<file path="config.mk">
export PLATFORM = sky130hd
export DESIGN_NAME = lcd_ctrl
export DESIGN_NICKNAME = d
export VERILOG_FILES = /design/src/rtl/lcd_ctrl.sv
export SDC_FILE = /design/constraint.sdc
export NUM_CORES = 1
export LEC_CHECK = 0
export BUFFER_PORTS_ARGS = -buffer_cell sky130_fd_sc_hd__buf_2
export CORE_ASPECT_RATIO = 1.5
export CORE_MARGIN = 5
export CORE_UTILIZATION = 55
export CTS_BUF_LIST = sky130_fd_sc_hd__clkbuf_8
export CTS_CLUSTER_DIAMETER = 120
export CTS_CLUSTER_SIZE = 24
export DETAILED_ROUTE_END_ITERATION = 8
export HOLD_SLACK_MARGIN = 0.05
export PLACE_DENSITY = 0.75
export SYNTH_ARGS = -nofsm -noshare
export SYNTH_HDL_FRONTEND = slang
export SYNTH_SLANG_ARGS = --single-unit
</file>
<file path="constraint.sdc">
create_clock -name i_clk -period 3.7 [get_ports i_clk]
set_input_delay 0.74 -clock i_clk [delete_from_list [all_inputs] [get_ports i_clk]]
set_output_delay 0.74 -clock i_clk [all_outputs]
set_load 0.01 [all_outputs]
</file>
<file path="src/rtl/lcd_ctrl.sv">
// HD44780-style LCD bus controller: turns single-cycle command strobes into
// setup / enable / hold / execution-wait bus cycles, runs the power-on init
// sequence after reset and buffers one pending command.
module lcd_ctrl #(
    parameter int unsigned SETUP_CYC     = 4,
    parameter int unsigned EN_CYC        = 25,
    parameter int unsigned HOLD_CYC      = 4,
    parameter int unsigned EXEC_CYC      = 2000,
    parameter int unsigned EXEC_LONG_CYC = 82000,
    parameter int unsigned POR_CYC       = 2000000
) (
    input  logic       i_clk,
    input  logic       i_rst,
    input  logic       i_cmd_vld,
    input  logic       i_cmd_rs,
    input  logic [7:0] i_cmd_data,
    input  logic       i_lcd_on,
    input  logic       i_ovf_clr,
    output logic       o_busy,
    output logic       o_init_done,
    output logic       o_overflow,
    output logic [7:0] o_lcd_data,
    output logic       o_lcd_rs,
    output logic       o_lcd_rw,
    output logic       o_lcd_en,
    output logic       o_lcd_on
);

    localparam int unsigned MAX_A   = (SETUP_CYC > EN_CYC) ? SETUP_CYC : EN_CYC;
    localparam int unsigned MAX_B   = (HOLD_CYC > EXEC_CYC) ? HOLD_CYC : EXEC_CYC;
    localparam int unsigned MAX_C   = (EXEC_LONG_CYC > POR_CYC) ? EXEC_LONG_CYC : POR_CYC;
    localparam int unsigned MAX_AB  = (MAX_A > MAX_B) ? MAX_A : MAX_B;
    localparam int unsigned MAX_CYC = (MAX_AB > MAX_C) ? MAX_AB : MAX_C;
    localparam int unsigned CNT_W   = (MAX_CYC > 1) ? $clog2(MAX_CYC) : 1;

    // Each timed state lasts N cycles: load N-1 on entry, leave when zero.
    localparam logic [CNT_W-1:0] LD_SETUP = CNT_W'(SETUP_CYC - 1);
    localparam logic [CNT_W-1:0] LD_EN    = CNT_W'(EN_CYC - 1);
    localparam logic [CNT_W-1:0] LD_HOLD  = CNT_W'(HOLD_CYC - 1);
    localparam logic [CNT_W-1:0] LD_EXEC  = CNT_W'(EXEC_CYC - 1);
    localparam logic [CNT_W-1:0] LD_LONG  = CNT_W'(EXEC_LONG_CYC - 1);
    localparam logic [CNT_W-1:0] LD_POR   = CNT_W'(POR_CYC - 1);

    typedef enum logic [2:0] {
        S_POR, S_SETUP, S_EN_HI, S_HOLD, S_WAIT, S_IDLE
    } state_t;

    state_t           state, state_n;
    logic [CNT_W-1:0] cnt, cnt_n;
    logic             act_rs, act_rs_n;
    logic [7:0]       act_data, act_data_n;
    logic             buf_vld, buf_vld_n;
    logic             buf_rs, buf_rs_n;
    logic [7:0]       buf_data, buf_data_n;
    logic [2:0]       init_idx, init_idx_n;
    logic             done, done_n;
    logic             ovf, ovf_n;
    logic             busy, busy_n;
    logic             en, en_n;
    logic             lcd_on;
    logic             drain;
    logic             ovf_set;
    logic             long_cmd;

    function automatic logic [7:0] init_byte(input logic [2:0] idx);
        case (idx)
            3'd0:    init_byte = 8'h38;
            3'd1:    init_byte = 8'h0C;
            3'd2:    init_byte = 8'h01;
            default: init_byte = 8'h06;
        endcase
    endfunction

    // Clear display / return home need the long execution wait.
    assign long_cmd = !act_rs && (act_data[7:2] == 6'd0) && (act_data != 8'd0);

    // Next-state, counter, command buffer and flag logic.
    always_comb begin
        state_n    = state;
        cnt_n      = cnt;
        act_rs_n   = act_rs;
        act_data_n = act_data;
        buf_vld_n  = buf_vld;
        buf_rs_n   = buf_rs;
        buf_data_n = buf_data;
        init_idx_n = init_idx;
        done_n     = done;
        drain      = 1'b0;
        ovf_set    = 1'b0;

        if (cnt != '0) begin
            cnt_n = cnt - 1'b1;
        end

        case (state)
            S_POR: begin
                if (cnt == '0) begin
                    act_rs_n   = 1'b0;
                    act_data_n = init_byte(3'd0);
                    init_idx_n = 3'd1;
                    state_n    = S_SETUP;
                    cnt_n      = LD_SETUP;
                end
            end
            S_SETUP: begin
                if (cnt == '0) begin
                    state_n = S_EN_HI;
                    cnt_n   = LD_EN;
                end
            end
            S_EN_HI: begin
                if (cnt == '0) begin
                    state_n = S_HOLD;
                    cnt_n   = LD_HOLD;
                end
            end
            S_HOLD: begin
                if (cnt == '0) begin
                    state_n = S_WAIT;
                    cnt_n   = long_cmd ? LD_LONG : LD_EXEC;
                end
            end
            S_WAIT: begin
                if (cnt == '0) begin
                    if (init_idx < 3'd4) begin
                        act_rs_n   = 1'b0;
                        act_data_n = init_byte(init_idx);
                        init_idx_n = init_idx + 3'd1;
                        state_n    = S_SETUP;
                        cnt_n      = LD_SETUP;
                    end else begin
                        done_n = 1'b1;
                        if (buf_vld) begin
                            drain      = 1'b1;
                            act_rs_n   = buf_rs;
                            act_data_n = buf_data;
                            state_n    = S_SETUP;
                            cnt_n      = LD_SETUP;
                        end else begin
                            state_n = S_IDLE;
                        end
                    end
                end
            end
            S_IDLE: begin
                // A command buffered on the WAIT->IDLE edge is started from here.
                if (buf_vld) begin
                    drain      = 1'b1;
                    act_rs_n   = buf_rs;
                    act_data_n = buf_data;
                    state_n    = S_SETUP;
                    cnt_n      = LD_SETUP;
                end
            end
            default: begin
                state_n = S_POR;
                cnt_n   = LD_POR;
            end
        endcase

        if (drain) begin
            buf_vld_n = 1'b0;
        end

        // Draining frees the buffer before the new strobe is considered.
        if (i_cmd_vld) begin
            if (state == S_IDLE && !buf_vld) begin
                act_rs_n   = i_cmd_rs;
                act_data_n = i_cmd_data;
                state_n    = S_SETUP;
                cnt_n      = LD_SETUP;
            end else if (!buf_vld || drain) begin
                buf_vld_n  = 1'b1;
                buf_rs_n   = i_cmd_rs;
                buf_data_n = i_cmd_data;
            end else begin
                ovf_set = 1'b1;
            end
        end

        ovf_n  = ovf_set ? 1'b1 : (i_ovf_clr ? 1'b0 : ovf);
        busy_n = (state_n != S_IDLE) || buf_vld_n;
        en_n   = (state_n == S_EN_HI);
    end

    // State and registered outputs; reset forces EN low at once.
    always_ff @(posedge i_clk or posedge i_rst) begin
        if (i_rst) begin
            state    <= S_POR;
            cnt      <= LD_POR;
            act_rs   <= 1'b0;
            act_data <= '0;
            buf_vld  <= 1'b0;
            buf_rs   <= 1'b0;
            buf_data <= '0;
            init_idx <= '0;
            done     <= 1'b0;
            ovf      <= 1'b0;
            busy     <= 1'b0;
            en       <= 1'b0;
            lcd_on   <= 1'b0;
        end else begin
            state    <= state_n;
            cnt      <= cnt_n;
            act_rs   <= act_rs_n;
            act_data <= act_data_n;
            buf_vld  <= buf_vld_n;
            buf_rs   <= buf_rs_n;
            buf_data <= buf_data_n;
            init_idx <= init_idx_n;
            done     <= done_n;
            ovf      <= ovf_n;
            busy     <= busy_n;
            en       <= en_n;
            lcd_on   <= i_lcd_on;
        end
    end

    assign o_busy      = busy;
    assign o_init_done = done;
    assign o_overflow  = ovf;
    assign o_lcd_data  = act_data;
    assign o_lcd_rs    = act_rs;
    assign o_lcd_rw    = 1'b0;
    assign o_lcd_en    = en;
    assign o_lcd_on    = lcd_on;

endmodule

</file>
==> results of run 1 <==
stage by stage:
step / power (W) / instances / setup slack, ns / instance area (µm²) / util (%)
final: 0.000966 / 424 / 0.695 / 3370 / 61.4
after global placement: 0.000666 / 416 / 0.916 / 3290 / 59.9
after global routing: 0.00101 / 424 / 0.509 / 3370 / 61.4
after CTS: 0.000974 / 424 / 0.752 / 3370 / 61.4
after detailed placement: 0.000668 / 416 / 0.778 / 3290 / 59.9
after floorplan: 0.000642 / 334 / 1.07 / 3120 / -
critical path, cell delays in order (launching register included):
cell	delay, ns
sky130_fd_sc_hd__dfrtp_1	0.43
sky130_fd_sc_hd__or4_1	0.66
sky130_fd_sc_hd__nor4_4	0.37
sky130_fd_sc_hd__and2_2	0.46
sky130_fd_sc_hd__inv_2	0.18
sky130_fd_sc_hd__nor2_1	0.17
sky130_fd_sc_hd__o21ai_0	0.25
sky130_fd_sc_hd__a221o_1	0.36
cells in the final DEF, fill, tap and decap left out, drive strengths merged, types with 7 or more instances in the layout:
master / synthesis / layout
a21oi: 23 / 23
buf: 8 / 32
dfrtp: 38 / 38
dfstp: 13 / 13
ha: 7 / 7
inv: 13 / 16
mux2: 10 / 10
mux2i: 8 / 8
nand2: 24 / 24
nor2: 36 / 36
nor3: 14 / 14
nor4: 8 / 8
o21ai: 20 / 20
o31ai: 7 / 7
xnor2: 9 / 9
per-layer routing:
metal  part of all wire, %  up-vias  routed length (µm)
met5                     0        -                   0
met4                   3.5        0                 279
met3                   4.2       27                 338
met2                    53       97                4270
met1                    39     1349                3100
li1                      -     1258                   -
cell families after synthesis:
logic type,share of synthesized area [%]
AO/OA/AOI/OAI,21.0
XOR/XNOR,3.93
adder cells (fa/ha/maj),2.81
buffers and inverters,4.66
flip-flops,41.5
multiplexers,7.27
other,0.120
AND/OR/NAND/NOR,18.7
worst max path at each step:
stage | startpoint | endpoint | slack, ns | cells past startpoint
4_1_cts | cnt[8] | o_lcd_data[7] | 0.75 | 7
3_5_place_dp | cnt[8] | o_lcd_data[7] | 0.78 | 7
5_1_grt | cnt[8] | o_lcd_data[7] | 0.51 | 7
6_report | cnt[8] | o_lcd_data[7] | 0.70 | 7
2_1_floorplan | cnt[16] | cnt[0] | 1.07 | 10
3_3_place_gp | cnt[16] | o_lcd_data[6] | 0.92 | 7
final cells by class:
| type | count | area, µm² |
|---|---|---|
| Tap cell | 70 | 87.6 |
| Multi-Input combinational cell | 249 | 1680 |
| Timing Repair Buffer | 32 | 173 |
| Sequential cell | 51 | 1290 |
| Clock buffer | 5 | 68.8 |
| Clock inverter | 3 | 11.3 |
| Fill cell | 498 | 2120 |
| Inverter | 14 | 52.6 |
flip-flops by register name, indices dropped and copies added (netlist names):
name,cells
init_idx,3
o_lcd_en,1
o_lcd_on,1
o_lcd_data,8
o_init_done,1
cnt,21
o_overflow,1
state,3
o_lcd_rs,1
buf_data,8
buf_rs,1
o_busy,1
buf_vld,1
power breakdown:
part / internal [W] / switching, W / total [W]
Sequential: 0.000579 / 0.0000184 / 0.000597
Combinational: 0.0000260 / 0.0000340 / 0.0000600
Clock: 0.000127 / 0.000181 / 0.000308
Total: 0.000732 / 0.000234 / 0.000966
==> impl_metrics.json, run 1 <==
{
  "hold_viol": 0,
  "post_synth_inst_count": 334,
  "synth_async_sr_flop_share_pct": 100,
  "post_cts.resized_instances": 0,
  "max_clock_buf_depth": 2,
  "grt_pass1_wl_mm": 13.6,
  "clock_tree_from_tritoncts": "built",
  "drt_wl_total_mm": 7.99,
  "yosys.area.top_type_share_pct": 30.5,
  "hold_end": "o_init_done",
  "synthTopCellsByArea": "sky130_fd_sc_hd__dfrtp_1 (31%), sky130_fd_sc_hd__dfstp_2 (11%), sky130_fd_sc_hd__mux2_4 (4.3%), sky130_fd_sc_hd__nor2_1 (4.3%), sky130_fd_sc_hd__a21oi_1 (3.5%)",
  "crit_path_start_kind": "flip-flop",
  "synthesis.yosys.warnings": 0,
  "timing.fmax_ghz": 0.333,
  "hold_path_class": "flip-flop to flip-flop",
  "die_h_um": 102,
  "drt-wirelength-per-cell_um": 18.8,
  "crit-reg2reg-launch": "cnt[8]",
  "syn-cell-area_mm2": 0.00312,
  "number_of_antenna_violations_at_the_first_check_in_global_routing": 0,
  "worst-r2r-cell-count": 7,
  "vias_per_cell": 6.44,
  "dieArea_mm2": 0.00730,
  "postCtsSetupRepairBufs": 0,
  "grt.busiest_layer": "met2",
  "cts.clk_slew.worst_paths_ns": 0.09,
  "holdWs_ns": 0.488,
  "final_period_minus_worst_setup_slack_ns": 3.00,
  "worstMarginPinSlew_ns": 1.09,
  "ys_ff_latch": 51,
  "cts_htree_levels": 2,
  "rsz0062_at_grt": "false",
  "synth.avg_cell_area_um2": 9.33,
  "max_slew_margin_pct": 27.2,
  "drt_pre_antenna_iters": 5,
  "cts_buffers": 5,
  "maximum_number_of_pins_on_one_net_before_global_route_repair": 52,
  "worst-setup-path-type": "flip-flop to flip-flop",
  "ir_drop_mv": 0.191,
  "yosysTopAreaCell": "sky130_fd_sc_hd__dfrtp_1",
  "share_of_post_route_cells_with_drive_strength_above_1_pct": 20.6,
  "placement_rows": 33,
  "global_routing_met3_resource_utilization_pct": 2.85,
  "syn2layout_area_growth_pct": 8.11,
  "synth-main-ff-cell": "sky130_fd_sc_hd__dfrtp_1",
  "clockRootBuffer": "sky130_fd_sc_hd__clkbuf_8",
  "clk_latency_ns": 0.30,
  "slew_viol_final": 0,
  "detailed_place_hpwl_mm": 5.75,
  "yosysMostFrequentCell": "sky130_fd_sc_hd__dfrtp_1",
  "critPathArrivalTime_ns": 3.19,
  "initial_core_util_pct": 56.8,
  "place.port_buffers": 27,
  "synth_cell_types": 67,
  "ff2ff_setup_slack_ns": 0.70,
  "hold_path_startpoint": "o_init_done",
  "cts_hold_buf": 0,
  "fin_nets": 374,
  "design.portCount": 29,
  "place_congestion": 0.880,
  "drt_iter0_drc": 136,
  "critPathCaptureType": "flip-flop",
  "core_area_mm2": 0.00549,
  "hold-path-cell-count": 1,
  "num_antenna_cells": 0,
  "p_leak_nw": 1.37,
  "critical_path.max_fanout": 17,
  "synth-seq-area-share_pct": 41.5,
  "synth_enable_flop_cells": 0,
  "status": "complete, no violations",
  "regToRegEndpoint": "o_lcd_data[7]",
  "global_route.usage.met1_pct": 27.4,
  "route.detailed.drc": 0,
  "grt_overflow": 0,
  "totalNegativeSetupSlack_ns": 0,
  "grt_util_met2_pct": 42.1,
  "first_global_vias": 2793,
  "setup_viol": 0,
  "cts.sink_count": 51,
  "skew_ns": 0.00772,
  "critPathRequiredTime_ns": 3.89,
  "ant_nets": 0,
  "powerDensity_mw_per_mm2": 287,
  "grt.total_usage_pct": 23.4,
  "post-route-period-util_pct": 81.2,
  "post_synth_most_frequent_cells": "sky130_fd_sc_hd__dfrtp_1 (38), sky130_fd_sc_hd__nor2_1 (36), sky130_fd_sc_hd__nand2_1 (24)",
  "vias": 2731,
  "max-cap-violations": 0,
  "die_w_um": 71.5,
  "synth.net_count": 355
}
(Power assumes the default switching activity.)
==> run 2: changes to the inputs <==
--- a/config.mk
+++ b/config.mk
@@ -14,7 +14,7 @@
 export CTS_CLUSTER_SIZE = 24
 export DETAILED_ROUTE_END_ITERATION = 8
 export HOLD_SLACK_MARGIN = 0.05
-export PLACE_DENSITY = 0.75
+export PLACE_DENSITY = 0.78
 export SYNTH_ARGS = -nofsm -noshare
 export SYNTH_HDL_FRONTEND = slang
 export SYNTH_SLANG_ARGS = --single-unit
==> constraint.sdc (replaced) <==
create_clock -name i_clk -period 2.5 [get_ports i_clk]
set_input_delay 0.5 -clock i_clk [delete_from_list [all_inputs] [get_ports i_clk]]
set_output_delay 0.5 -clock i_clk [all_outputs]
set_load 0.01 [all_outputs]
==> run 2 against run 1 <==
  * The flow now finishes with violations (setup timing)
  * Die area unchanged
  * Non-clock buffer count up 39
  * Combinational power rose by 68%
  * Sequential power is 48% higher
  * Final cell count rose by 9.2%
  * Final area increased by 12%
  * Setup slack worse by 0.72 ns
  * Clock skew up 0.0016 ns
  * Via count increased by 5.4%
==> impl_metrics.json, run 2 (same netlist as run 1, synthesis figures left out) <==
{
  "hold_viol": 0,
  "grt_overflow": 0,
  "rsz0062_at_grt": "true",
  "global_route.usage.met1_pct": 26.4,
  "place_inst": 444,
  "max_clock_buf_depth": 2,
  "setup_viol": 8,
  "max-cap-violations": 0,
  "cts.sink_count": 51,
  "stdcell_count": 463,
  "number_of_antenna_violations_at_the_first_check_in_global_routing": 0,
  "grt_util_met2_pct": 43.3,
  "ant_nets": 0,
  "comb_power_share_pct": 7.0,
  "skew_ns": 0.00936,
  "drt_wl_total_mm": 8.48,
  "clk_latency_ns": 0.31,
  "net_switching_power_w": 0.000350,
  "grt_pass1_wl_mm": 13.7,
  "cts_buffers": 5,
  "drt_pre_antenna_iters": 5,
  "post-route-period-util_pct": 101,
  "detailed_place_hpwl_mm": 6.04,
  "critPathCaptureType": "flip-flop",
  "cts.clk_slew.worst_paths_ns": 0.09,
  "fin_nets": 413,
  "vias": 2879,
  "largest_register": "cnt",
  "ir_drop_mv": 0.297,
  "slew_viol_final": 0,
  "die_w_um": 71.5,
  "syn2layout_area_growth_pct": 21.3,
  "switching_share_pct": 24.3,
  "max_slew_margin_pct": 56.8,
  "powerDensity_mw_per_mm2": 381,
  "hold_path_class": "input pin to flip-flop",
  "failed_checks": "setup timing",
  "status": "complete, but fails checks",
  "critical_path.max_fanout": 8,
  "drt_iter0_drc": 181,
  "pwr-share-seq_pct": 61.3,
  "placement_rows": 33,
  "critPathRequiredTime_ns": 2.70,
  "grt.total_usage_pct": 24.1,
  "grt.busiest_layer": "met2",
  "dieArea_mm2": 0.00730,
  "share_of_post_route_cells_with_drive_strength_above_1_pct": 31.6,
  "most-common-layout-cells": "sky130_fd_sc_hd__buf_4 (40), sky130_fd_sc_hd__dfrtp_1 (38), sky130_fd_sc_hd__nor2_1 (35)",
  "core_area_mm2": 0.00549,
  "power.share.clock_pct": 31.7,
  "vias_per_cell": 6.22,
  "num_antenna_cells": 0,
  "final_period_minus_worst_setup_slack_ns": 2.52,
  "die_h_um": 102,
  "place_congestion": 0.850,
  "timing.fmax_ghz": 0.397,
  "global_routing_met3_resource_utilization_pct": 3.35,
  "worstMarginPinSlew_ns": 0.632,
  "design.portCount": 29,
  "place.port_buffers": 27,
  "maximum_number_of_pins_on_one_net_before_global_route_repair": 52,
  "finalWorstSetupSlack_ns": -0.0214,
  "initial_core_util_pct": 56.8,
  "final_common_cell": "sky130_fd_sc_hd__buf_4",
  "totalNegativeSetupSlack_ns": -0.149,
  "cts_htree_levels": 2,
  "critPathArrivalTime_ns": 2.73,
  "p_leak_nw": 1.60,
  "crit_path_start_kind": "flip-flop",
  "clock_tree_from_tritoncts": "built",
  "route.detailed.drc": 0,
  "largest_reg_flops": 21,
  "worst-setup-path-type": "flip-flop to flip-flop",
  "first_global_vias": 2814,
  "cell_internal_pwr_w": 0.00109,
  "drt-wirelength-per-cell_um": 18.3,
  "clockRootBuffer": "sky130_fd_sc_hd__clkbuf_8"
}
==> run 2: cell types whose count changed in the layout (fill, tap and decap cells not counted), sizes merged <==
cell	delta
buf	+38
clkbuf	+1
==> run 2: area by class of cell <==
cell class	instances	area (µm²)
fill	424	1710
tap	70	87.6
sequential	51	1290
clock inverter	3	11.3
timing repair buffer	71	512
multi-input combinational	249	1750
clock buffer	5	68.8
inverter	14	55.1
==> run 2: per-layer routing <==
metal | routed length [µm] | vias to the layer above
met5 | 0 | -
met4 | 459 | 0
met3 | 424 | 36
met2 | 4490 | 112
met1 | 3110 | 1399
li1 | - | 1332
==> run 2: worst paths after layout <==
path	from	slack, ns	cells past startpoint	endpoint
setup / recovery	cnt[17]	-0.02	7	buf_data[2]
hold / removal	i_lcd_on	0.29	1	o_lcd_on
setup reg to reg	cnt[17]	-0.02	7	buf_data[2]
hold reg to reg	o_init_done	0.48	1	o_init_done
max in group asynchronous	i_rst	1.71	3	o_lcd_en
min in group asynchronous	i_rst	0.35	3	cnt[12]
==> run 2: worst max-delay path: stages, from the launching register on <==
cell and delay, ns:
sky130_fd_sc_hd__dfstp_2 0.38, sky130_fd_sc_hd__or4_4 0.55, sky130_fd_sc_hd__nor4_4 0.43, sky130_fd_sc_hd__a31oi_2 0.16
sky130_fd_sc_hd__or2_4 0.27, sky130_fd_sc_hd__a21oi_4 0.17, sky130_fd_sc_hd__buf_12 0.16, sky130_fd_sc_hd__mux2_4 0.30
==> run 2: what timing repair did <==
action | 4_1_cts | 5_1_grt
hold buffers | 0 | 0
gates cloned | 0 | 1
gates resized for setup | 2 | 14
pin swaps | 3 | 11
setup endpoints to repair | 10 | 24
setup buffers | 0 | 10
==> run 2: power by group through the flow <==
stage | logic, W | registers [W] | clock network, W
after CTS | 0.000101 | 0.000881 | 0.000455
final | 0.000101 | 0.000882 | 0.000457
after detailed placement | 0.000101 | 0.000895 | 0
after global routing | 0.000112 | 0.000885 | 0.000492
after global placement | 0.0000978 | 0.000894 | 0
after floorplan | 0.0000538 | 0.000896 | 0
==> run 2: through the flow <==
step / utilization [%] / setup WS, ns / power, W / hold WS [ns] / cell area [µm²]
global route: 68.9 / -0.0980 / 0.00149 / 0.286 / 3780
detailed placement: 64.3 / -0.0242 / 0.000996 / 0.459 / 3530
finish: 68.9 / -0.0214 / 0.00144 / 0.286 / 3780
global placement: 64.3 / 0.00619 / 0.000992 / 0.455 / 3530
CTS: 65.9 / 0.00373 / 0.00144 / 0.287 / 3620
floorplan: - / -0.0492 / 0.000950 / 0.472 / 3150
==> run 3: changes to the inputs <==
--- a/config.mk
+++ b/config.mk
@@ -8,13 +8,13 @@
 export BUFFER_PORTS_ARGS = -buffer_cell sky130_fd_sc_hd__buf_2
 export CORE_ASPECT_RATIO = 1.5
 export CORE_MARGIN = 5
-export CORE_UTILIZATION = 55
+export CORE_UTILIZATION = 56
 export CTS_BUF_LIST = sky130_fd_sc_hd__clkbuf_8
 export CTS_CLUSTER_DIAMETER = 120
 export CTS_CLUSTER_SIZE = 24
 export DETAILED_ROUTE_END_ITERATION = 8
 export HOLD_SLACK_MARGIN = 0.05
-export PLACE_DENSITY = 0.78
+export PLACE_DENSITY = 0.79
 export SYNTH_ARGS = -nofsm -noshare
 export SYNTH_HDL_FRONTEND = slang
 export SYNTH_SLANG_ARGS = --single-unit
==> run 3 against run 2 <==
  * The flow now finishes without violations
  * Maximum frequency up 1.0%
  * Core utilization down 0.97 points
  * Sequential share of layout area up 0.75 points
  * Total power up 5.6%
  * Wire length up 4.0%
  * Count of clock-buffer cells in the layout up 2
  * Die area down 1.6%
  * Final cell count down 1.9%
  * Combinational power about the same
  * Highest routed layer unchanged
  * Critical path depth unchanged
==> impl_metrics.json, run 3 (same netlist as run 1, synthesis figures left out) <==
{
  "clockRootBuffer": "sky130_fd_sc_hd__clkbuf_8",
  "skew_ns": 0.00965,
  "clk_latency_ns": 0.31,
  "share_of_post_route_cells_with_drive_strength_above_1_pct": 30.5,
  "fin_nets": 404,
  "dieArea_mm2": 0.00719,
  "route.detailed.drc": 0,
  "stdcell_count": 454,
  "detailed_place_hpwl_mm": 6.48,
  "critPathArrivalTime_ns": 2.69,
  "routedLengthMet1_mm": 3.15,
  "place.port_buffers": 27,
  "hold_path_class": "input pin to asynchronous set/reset pin",
  "drt_wl_total_mm": 8.82,
  "grt_pass1_wl_mm": 14.6,
  "clock_tree_from_tritoncts": "built",
  "critPathRequiredTime_ns": 2.70,
  "p_leak_nw": 1.53,
  "max_clock_buf_depth": 2,
  "cts_hold_buf": 0,
  "grt_overflow": 0,
  "place_inst": 443,
  "power.share.clock_pct": 35.4,
  "route.top_layer_used": "met4",
  "drt-wirelength-per-cell_um": 19.4,
  "place_congestion": 0.911,
  "totalNegativeSetupSlack_ns": 0,
  "core_area_mm2": 0.00545,
  "drt_iter0_drc": 222,
  "die_w_um": 70.9,
  "drt_pre_antenna_iters": 5,
  "cell_internal_pwr_w": 0.00116,
  "timing.fmax_ghz": 0.401,
  "switching_share_pct": 23.9,
  "cts_htree_levels": 2,
  "wl_met3_um": 439,
  "area.sequential_mm2": 0.00129,
  "net_switching_power_w": 0.000364,
  "final.fill_count": 469,
  "final_common_cell": "sky130_fd_sc_hd__dfrtp_1",
  "syn2layout_area_growth_pct": 18.7,
  "cts_buffers": 5,
  "largest_reg_flops": 21,
  "multi_input_area_mm2": 0.00175,
  "rsz0062_at_grt": "true",
  "status": "complete, no violations",
  "critical_path.max_fanout": 9,
  "first_global_vias": 3099,
  "post-route-period-util_pct": 99.9,
  "crit_path_start_kind": "flip-flop",
  "worstMarginPinSlew_ns": 0.544,
  "initial_core_util_pct": 57.2,
  "pwr-share-seq_pct": 57.8,
  "die_h_um": 101,
  "max_slew_margin_pct": 63.7,
  "grt.total_usage_pct": 26.0,
  "wl_met2_mm": 4.69,
  "final_core_occ_pct": 67.9,
  "max-cap-violations": 0,
  "number_of_antenna_violations_at_the_first_check_in_global_routing": 0,
  "setup_viol": 0,
  "slew_viol_final": 0,
  "ant_nets": 0,
  "vias_per_cell": 6.41,
  "hold_viol": 0,
  "placement_rows": 33,
  "cts.sink_count": 51,
  "num_antenna_cells": 0,
  "powerDensity_mw_per_mm2": 411,
  "most-common-layout-cells": "sky130_fd_sc_hd__dfrtp_1 (38), sky130_fd_sc_hd__nor2_1 (35), sky130_fd_sc_hd__buf_4 (33)",
  "vias": 2912,
  "maximum_number_of_pins_on_one_net_before_global_route_repair": 23,
  "comb_power_share_pct": 6.8,
  "worst-setup-path-type": "flip-flop to flip-flop",
  "ir_drop_mv": 0.329,
  "cts.clk_slew.worst_paths_ns": 0.10,
  "final_period_minus_worst_setup_slack_ns": 2.50,
  "critPathCaptureType": "flip-flop",
  "design.portCount": 29,
  "largest_register": "cnt"
}
run 3: area by class of cell:
type,count,area share (%)
multi-input combinational,249,47.2
sequential,51,34.9
timing repair buffer,62,11.2
clock buffer,7,2.60
tap,70,2.37
inverter,14,1.49
clock inverter,1,0.203
run 3: stage by stage:
stage                     hold slack (ns)  total power [W]  setup WS (ns)  cell area [µm²]
final                               0.113          0.00152        0.00366             3700
after global routing                0.129          0.00158        -0.0520             3700
after CTS                           0.126          0.00153         0.0187             3650
after detailed placement            0.466         0.000997        -0.0241             3520
after global placement              0.460         0.000992         0.0379             3520
after floorplan                     0.472         0.000950        -0.0492             3150
run 3: power groups by stage:
stage          clock network (W)  logic [W]  registers (W)
2_1_floorplan                  0  0.0000538       0.000896
3_5_place_dp                   0   0.000103       0.000894
3_3_place_gp                   0   0.000100       0.000892
5_1_grt                 0.000578   0.000116       0.000883
4_1_cts                 0.000546   0.000104       0.000879
6_report                0.000538   0.000104       0.000879
run 3: routing by layer:
metal,track usage [%],vias to the layer above
met1,26.5,1411
met3,4.97,48
met2,47.0,137
met5,0,-
li1,-,1316
met4,18.4,0
run 3: critical path, cell delays in order (launching register included):
cell	delay (ns)
sky130_fd_sc_hd__dfstp_2	0.39
sky130_fd_sc_hd__or4_4	0.56
sky130_fd_sc_hd__nor4_4	0.34
sky130_fd_sc_hd__a31oi_2	0.17
sky130_fd_sc_hd__or2_4	0.29
sky130_fd_sc_hd__a21oi_4	0.15
sky130_fd_sc_hd__buf_12	0.16
sky130_fd_sc_hd__mux2_4	0.31
run 3: final timing paths:
path | start | endpoint | slack (ns) | cells past startpoint
max in group asynchronous | i_rst | cnt[0] | 1.77 | 3
max | cnt[17] | buf_data[4] | 0.004 | 7
min reg2reg | o_init_done | o_init_done | 0.48 | 1
min | i_rst | state[0] | 0.11 | 2
max reg2reg | cnt[17] | buf_data[4] | 0.004 | 7
min in group i_clk | i_lcd_on | o_lcd_on | 0.30 | 1
run 3: what timing repair did:
action | 4_1_cts | 5_1_grt
pin swaps | 3 | 0
buffers inserted | 2 | 1
gates resized for setup | 1 | 12
setup endpoints to repair | 9 | 20
